File: config.mk
export PLATFORM = sky130hd
export DESIGN_NAME = fetch_unit
export DESIGN_NICKNAME = d
export VERILOG_FILES = /design/src/rtl/fetch_unit.sv
export SDC_FILE = /design/constraint.sdc
export NUM_CORES = 1
export LEC_CHECK = 0
export ABC_AREA = 1
export CORE_ASPECT_RATIO = 0.6
export CORE_MARGIN = 1.5
export CORE_UTILIZATION = 60
export CTS_CLUSTER_SIZE = 8
export DETAILED_ROUTE_END_ITERATION = 7
export HOLD_SLACK_MARGIN = 0.12
export PLACE_DENSITY = 0.88
export SLEW_MARGIN = 20
export SYNTH_ARGS = -nofsm -noshare
export SYNTH_HDL_FRONTEND = slang
export SYNTH_SLANG_ARGS = --single-unit
File: constraint.sdc
create_clock -name clk -period 14.2 [get_ports clk]
set_input_delay 1.42 -clock clk [delete_from_list [all_inputs] [get_ports clk]]
set_output_delay 1.42 -clock clk [all_outputs]
set_load 0.02 [all_outputs]
File: src/rtl/fetch_unit.sv
// fetch_unit -- instruction fetch front end.
//
// Issues word-aligned fetch requests to an in-order memory, tags each request
// with its PC in an in-flight queue, and stages returned words in a small
// instruction buffer that feeds the datapath IR. A redirect flushes both
// queues and counts still-outstanding requests so that their stale responses
// can be discarded when they eventually return.
//
// Ports:
//   clk             sole clock, rising edge
//   rst             synchronous, active-low reset
//   mem_req_valid   fetch request present
//   mem_req_ready   memory accepts the request
//   mem_req_addr    word-aligned fetch address
//   mem_rsp_valid   in-order response present (no backpressure)
//   mem_rsp_data    fetched instruction word
//   inst_valid      buffer head holds an instruction
//   inst_ready      datapath consumes the head
//   inst_data       head instruction word
//   inst_pc         address of the head instruction
//   redirect_valid  branch/jump redirect this cycle
//   redirect_pc     new fetch address (low two bits ignored)
module fetch_unit #(
  parameter int               WIDTH    = 32,
  parameter int               DEPTH    = 4,
  parameter logic [WIDTH-1:0] RESET_PC = '0
) (
  input  logic             clk,
  input  logic             rst,
  output logic             mem_req_valid,
  input  logic             mem_req_ready,
  output logic [WIDTH-1:0] mem_req_addr,
  input  logic             mem_rsp_valid,
  input  logic [WIDTH-1:0] mem_rsp_data,
  output logic             inst_valid,
  input  logic             inst_ready,
  output logic [WIDTH-1:0] inst_data,
  output logic [WIDTH-1:0] inst_pc,
  input  logic             redirect_valid,
  input  logic [WIDTH-1:0] redirect_pc
);

  localparam int PW = $clog2(DEPTH);
  localparam int CW = PW + 1;
  localparam int OW = CW + 2;

  typedef logic [PW-1:0] ptr_t;
  typedef logic [CW-1:0] cnt_t;
  typedef logic [OW-1:0] occ_t;

  // Control state
  logic [WIDTH-1:0] fetch_pc_q, fetch_pc_d;
  ptr_t             ifq_rd_q, ifq_rd_d, ifq_wr_q, ifq_wr_d;
  cnt_t             live_q, live_d;
  cnt_t             drop_q, drop_d;
  ptr_t             buf_rd_q, buf_rd_d, buf_wr_q, buf_wr_d;
  cnt_t             buf_cnt_q, buf_cnt_d;

  // Storage (no reset; validity is carried by the counters)
  logic [WIDTH-1:0] ifq_pc_q   [DEPTH];
  logic [WIDTH-1:0] buf_data_q [DEPTH];
  logic [WIDTH-1:0] buf_pc_q   [DEPTH];

  logic req_fire, rsp_drop, rsp_live, rsp_write, pop;
  cnt_t live_after, drop_after;
  occ_t occ;
  logic unused_redirect_lsb;

  assign unused_redirect_lsb = ^redirect_pc[1:0];

  // Every entry already buffered, in flight, or awaiting discard reserves a
  // buffer slot, so the buffer can never overflow.
  assign occ           = occ_t'(buf_cnt_q) + occ_t'(live_q) + occ_t'(drop_q);
  assign mem_req_valid = rst && !redirect_valid && (occ < occ_t'(DEPTH));
  assign mem_req_addr  = fetch_pc_q;

  assign inst_valid = rst && (buf_cnt_q != '0);
  assign inst_data  = inst_valid ? buf_data_q[buf_rd_q] : '0;
  assign inst_pc    = inst_valid ? buf_pc_q[buf_rd_q]   : '0;

  assign req_fire  = mem_req_valid && mem_req_ready;
  // Stale responses are consumed first; a response with nothing outstanding
  // matches neither term and is ignored.
  assign rsp_drop  = mem_rsp_valid && (drop_q != '0);
  assign rsp_live  = mem_rsp_valid && (drop_q == '0) && (live_q != '0);
  assign rsp_write = rsp_live && !redirect_valid;
  assign pop       = inst_valid && inst_ready;

  always_comb begin
    live_after = live_q + cnt_t'(req_fire) - cnt_t'(rsp_live);
    drop_after = drop_q - cnt_t'(rsp_drop);

    fetch_pc_d = fetch_pc_q;
    ifq_rd_d   = ifq_rd_q + ptr_t'(rsp_live);
    ifq_wr_d   = ifq_wr_q + ptr_t'(req_fire);
    live_d     = live_after;
    drop_d     = drop_after;
    buf_rd_d   = buf_rd_q + ptr_t'(pop);
    buf_wr_d   = buf_wr_q + ptr_t'(rsp_write);
    buf_cnt_d  = buf_cnt_q + cnt_t'(rsp_write) - cnt_t'(pop);

    if (req_fire) begin
      fetch_pc_d = fetch_pc_q + WIDTH'(4);
    end

    if (redirect_valid) begin
      // Whatever is still live at the end of this cycle becomes stale.
      fetch_pc_d = {redirect_pc[WIDTH-1:2], 2'b00};
      ifq_rd_d   = '0;
      ifq_wr_d   = '0;
      live_d     = '0;
      drop_d     = drop_after + live_after;
      buf_rd_d   = '0;
      buf_wr_d   = '0;
      buf_cnt_d  = '0;
    end
  end

  always_ff @(posedge clk) begin
    if (!rst) begin
      fetch_pc_q <= RESET_PC;
      ifq_rd_q   <= '0;
      ifq_wr_q   <= '0;
      live_q     <= '0;
      drop_q     <= '0;
      buf_rd_q   <= '0;
      buf_wr_q   <= '0;
      buf_cnt_q  <= '0;
    end else begin
      fetch_pc_q <= fetch_pc_d;
      ifq_rd_q   <= ifq_rd_d;
      ifq_wr_q   <= ifq_wr_d;
      live_q     <= live_d;
      drop_q     <= drop_d;
      buf_rd_q   <= buf_rd_d;
      buf_wr_q   <= buf_wr_d;
      buf_cnt_q  <= buf_cnt_d;
    end
  end

  always_ff @(posedge clk) begin
    if (req_fire) begin
      ifq_pc_q[ifq_wr_q] <= fetch_pc_q;
    end
    if (rsp_write) begin
      buf_data_q[buf_wr_q] <= mem_rsp_data;
      buf_pc_q[buf_wr_q]   <= ifq_pc_q[ifq_rd_q];
    end
  end

endmodule

=== Word level (Yosys, flattened, before mapping) ===
Memory sizes are Yosys's and may differ from the RTL's. A register that Yosys moved wholly into a read port is not among the register bits.
Index checks and enable logic that the tools add are counted.

* Add/subtract/negate cells: 13
* Shifts and indexed selects: 0
* Eq/ne operators: 0
* Magnitude comparators: 1
* Divide/modulo/power cells: 0
* Reduce and logical (&&, ||, !) cells: 16
* Bitwise logic cells: 1
* Muxes and demuxes: 12
* $mul: 0

{| class="wikitable"
|+ Operator list
! operator !! count
|-
| $mux W32 || 4
|-
| $add A32 B3 Y32 const B || 1
|-
| $logic_and A1 B1 Y1 || 9
|-
| $reduce_bool A3 Y1 || 3
|-
| $sub A3 B1 Y3 || 3
|-
| $add A2 B1 Y2 || 4
|-
| $add A3 B1 Y3 || 2
|-
| $mux W2 || 3
|-
| $add A4 B3 Y5 || 1
|-
| $lt A5 B3 Y1 const B || 1
|-
| $add A3 B3 Y4 || 1
|-
| $mux W1 || 4
|-
| $add A3 B3 Y3 || 1
|-
| $logic_not A3 Y1 || 1
|-
| $mux W3 || 1
|-
| $reduce_bool A2 Y1 || 1
|-
| $reduce_or A2 Y1 || 1
|-
| $logic_not A1 Y1 || 1
|-
| $not A1 Y1 || 1
|}

* Register bits: 49
* ROM bits: 0
* Bits of input ports: 70
* Latch bits: 0
* RAM bits: 384
* Output and inout port bits: 98
* Memories: 3

{| class="wikitable"
|+ Memories
! memory !! words !! bits a word !! rd ports !! clocked after Yosys merged registers in !! write ports !! line !! RTL
|-
| buf_data_q || 4 || 32 || 1 || 1 || 1 || 61 || <nowiki>logic [WIDTH-1:0] buf_data_q [DEPTH];</nowiki>
|-
| buf_pc_q || 4 || 32 || 1 || 1 || 1 || 62 || <nowiki>logic [WIDTH-1:0] buf_pc_q [DEPTH];</nowiki>
|-
| ifq_pc_q || 4 || 32 || 1 || 1 || 1 || 60 || <nowiki>logic [WIDTH-1:0] ifq_pc_q [DEPTH];</nowiki>
|}

=== Longest topological paths before layout ===
* Depth in word-level cells: 9
* Gate-level depth with buffers: 22
* Gate-level depth less buffers: 21

=== Least setup slack after synthesis ===
No wires, ideal clock.

* Kind: input -> register
* Start point: in redirect_valid
* End point: mem buf_data_q[0][0], enable pin
* Stages: 5
* Arrival: 6.288 ns
* Required time: 13.641 ns
* Setup slack: 7.353 ns
* Buffers on the path: 2
* Library setup time: 0.559 ns
* Cells stage by stage: buf_6 clkinv_4 clkbuf_1 nand2_1 nor3_1

* Word-level cells in the longest chain between the ends: 4

{| class="wikitable"
|+ RTL lines
! what !! line !! RTL
|-
| start: declaration || 39 || <nowiki>input logic redirect_valid,</nowiki>
|-
| $logic_not A1 Y1 || 86 || <nowiki>assign rsp_write = rsp_live && !redirect_valid;</nowiki>
|-
| $logic_and A1 B1 Y1 || 86 ||
|-
| $mux W1 || 145 || <nowiki>if (rsp_write) begin</nowiki>
|-
| $mux W1 (implied by the code) || 146 || <nowiki>buf_data_q[buf_wr_q] <= mem_rsp_data;</nowiki>
|-
| end: declaration || 61 ||
|}

No other way between the ends.

=== Worst setup path in the final report ===
* Start point: in rst
* End point: out inst_pc[20]

* Word-level cells in the longest chain between the ends: 2

{| class="wikitable"
|+ RTL lines
! what !! line !! RTL
|-
| start: declaration || 29 || <nowiki>input logic rst,</nowiki>
|-
| $logic_and A1 B1 Y1 || 77 || <nowiki>assign inst_valid = rst && (buf_cnt_q != '0);</nowiki>
|-
| $mux W32 || 79 || <nowiki>assign inst_pc = inst_valid ? buf_pc_q[buf_rd_q] : '0;</nowiki>
|-
| end: declaration || 38 || <nowiki>output logic [WIDTH-1:0] inst_pc,</nowiki>
|}

No other way between the ends.

==> flow_summary.ini <==
[final_layout]
mostFrequentLayoutCells = nor2_1, edfxtp_1, nand2_1, o21ai_0, clkdlybuf4s50_1
layout-drive-gt1-share_pct = 5.745
area_growth_syn_to_layout_pct = 20.03
layout_commonest_cell = nor2_1
nNetsFinal = 1822
fin_util_pct = 74.34
diodes = 0

[floorplan]
ioPinCount = 168
die-area_um2 = 29960
start_util_pct = 61.93
core_um2 = 27990
die_h_um = 134.7
die_w_um = 222.4
floorplan.rows = 47

[sta]
fin_hold_ws_ps = 587.8
fin_ws_ps = 8622
rsz0062_at_grt = false
fin_setup_tns_ps = 0
finalHoldViolCount = 0
min_period_ps = 5578
slew_viol_final = 0
skew_ps = 19.76
slew_headroom_pct = 27.42
clock.fmax_ghz = 0.1793
fin_crit_sh_pct = 39.28
finalSetupViolCount = 0
tightestPinTransition_ps = 1085

[route]
vias = 12400
firstDrtPassIters = 5
drt_iter0_drc = 1389
wirelength_um = 41970
wl_per_cell_um = 19.75
drc = 0
vias_per_cell = 5.837
detail-route-antenna-nets = 0

[pwr]
p_comb_share_pct = 4.8
power.leakage_nw = 7.301
power.internal_mw = 2.149
p_sw_mw = 0.5697
p_sw_share_pct = 20.95
clkPwrFrac_pct = 44.7
peakVddDrop_mv = 0.09846
seq_power_share_pct = 50.5
p_per_area_nw_per_um2 = 130.7

[clock_network]
cts_tree = yes
cts_made_buffers = 57
path_clk_slew_ps = 60
cts_setup_buffers = 0
clk_latency_ps = 570
clock_sinks = 415
clockRootBuffer = clkbuf_16
cts_max_level = 2
cts-resized-gates = 0
clock_path_buffers = 3
hold_buffers = 0

[worst_setup_path]
start_kind = input pin
crit_type = input pin to primary output
crit_fanout = 46
critical_path_required_ps = 12780
crit_family = buffers and inverters
slowest_delay_ps = 1190
crit_top_cell = clkdlybuf4s50_1
cp-end-kind = primary output
cp.arrival_ps = 4160
crit_chain = clkdlybuf4s50_1 -> o31ai_4 -> buf_4 -> a21oi_1 -> clkdlybuf4s50_1
slowest_stage = clkdlybuf4s50_1
crit_buf_inv = 3

[yosys]
postSynthAreaPerCell_um2 = 10.99
synth_seq_cells = 415
yosys_warnings = 0
synth_cell_type_count = 35
yosysSeqAreaShare_pct = 69.17
synth_area_um2 = 17340
synthCells = 1578

[placed_design]
hpwl_um = 23820
gp_congestion = 0.9107
post-place-ws_ps = 8442
port-buffer-count = 161

[global_route]
grt_overflow = 0
antenna_found_initial = 0
grt_usage_pct = 28.03
grt_max_degree = 97
grt_pass1_vias = 12110
grt_first_pass_wirelength_um = 64880

[outcome]
status = finished, final reports clean

[worst_hold_path]
hold_class = flip-flop to flip-flop

[run]
cap_violations = 0
==> cell families after synthesis <==
family | synth area share (%)
and+or+nand+nor | 15.21
DFF | 69.17
AOI/OAI and AO/OA | 9.541
buffers and inverters | 3.695
adders and majority gates | 1.703
xor gates and xnor gates | 0.6568
other | 0.02163
==> state kept, by name (all words and copies together), names as in the netlist, 3 cells and up <==
register / flops
buf_cnt_q: 3
buf_data_q: 128
buf_pc_q: 120
drop_q: 3
ifq_pc_q: 120
live_q: 3
mem_req_addr: 30
==> synth_stat cells <==
cell      count  area (um2)
a211oi_4      1       20.02
a21oi_1      82       410.4
buf_1         9       33.78
buf_2        10       50.05
buf_4         5       37.54
buf_6         2       22.52
clkbuf_1     60       225.2
clkinv_4      1       8.760
conb_1        1       3.750
dfxtp_1      47       940.9
edfxtp_1    368       11050
fa_1          6       120.1
ha_1         14       175.2
inv_1        67       251.5
inv_2         3       11.26
nand2_1     197       739.5
nand2_2       1       6.260
nand2_4       1       11.26
nand3_1      53       265.3
nand3_2       2       20.02
nand3_4       1       17.52
nand3b_1     13       97.59
nand4_1       3       18.77
nor2_1      374        1404
nor2_2        1       6.260
nor3_1        9       45.04
o21ai_0     197       986.0
o21ai_1       1       5.000
o21bai_1      3       22.52
o22ai_1      30       187.7
o311a_1       1       10.01
o31ai_2       1       12.51
or2_2         1       6.260
xnor2_1       9       78.83
xor2_1        4       35.03
==> layer usage <==
| metal | global-route usage [%] | share of wire [%] | up-vias |
|---|---|---|---|
| met3 | 5.570 | 9.7 | 83 |
| met1 | 38.63 | 41 | 5939 |
| met5 | 0 | 0 | - |
| li1 | - | - | 5762 |
| met4 | 9.070 | 2.0 | 0 |
| met2 | 45.61 | 48 | 620 |
==> final cells by class <==
type                            instances  area [um2]
Fill cell                            1793        7182
Timing Repair Buffer                  178        1739
Inverter                               71       271.5
Clock buffer                           84        1570
Multi-Input combinational cell       1009        4765
Tap cell                              367       459.2
Sequential cell                       415       12000
Clock inverter                          1       8.758
==> power by group through the flow <==
stage	clock network [mW]	logic [mW]	registers [mW]
after floorplan	0	0.0693	1.39
after global placement	0	0.122	1.39
after detailed placement	0	0.128	1.39
after CTS	1.23	0.130	1.37
after global routing	1.28	0.143	1.37
final	1.22	0.130	1.37
==> final timing paths <==
path,from,end,slack [ps],depth (start not counted)
max,rst,inst_pc[20],8620,5
min,mem_req_addr[31]$_SDFFE_PN0P_,ifq_pc_q[0][31]$_DFFE_PP_,590,0
max reg2reg,buf_cnt_q[1]$_SDFF_PP0_,drop_q[2]$_SDFF_PN0_,9580,16
min reg2reg,mem_req_addr[31]$_SDFFE_PN0P_,ifq_pc_q[0][31]$_DFFE_PP_,590,0
==> per-stage QoR <==
| stage | power (mW) | std cells | cell area (um2) |
|---|---|---|---|
| after floorplan | 1.461 | 1581 | 17350 |
| final | 2.719 | 2125 | 20810 |
| after CTS | 2.734 | 2125 | 20810 |
| after global routing | 2.795 | 2125 | 20810 |
| after detailed placement | 1.522 | 2040 | 19230 |
| after global placement | 1.515 | 2040 | 19230 |
Power figures use the tool's default switching activity.
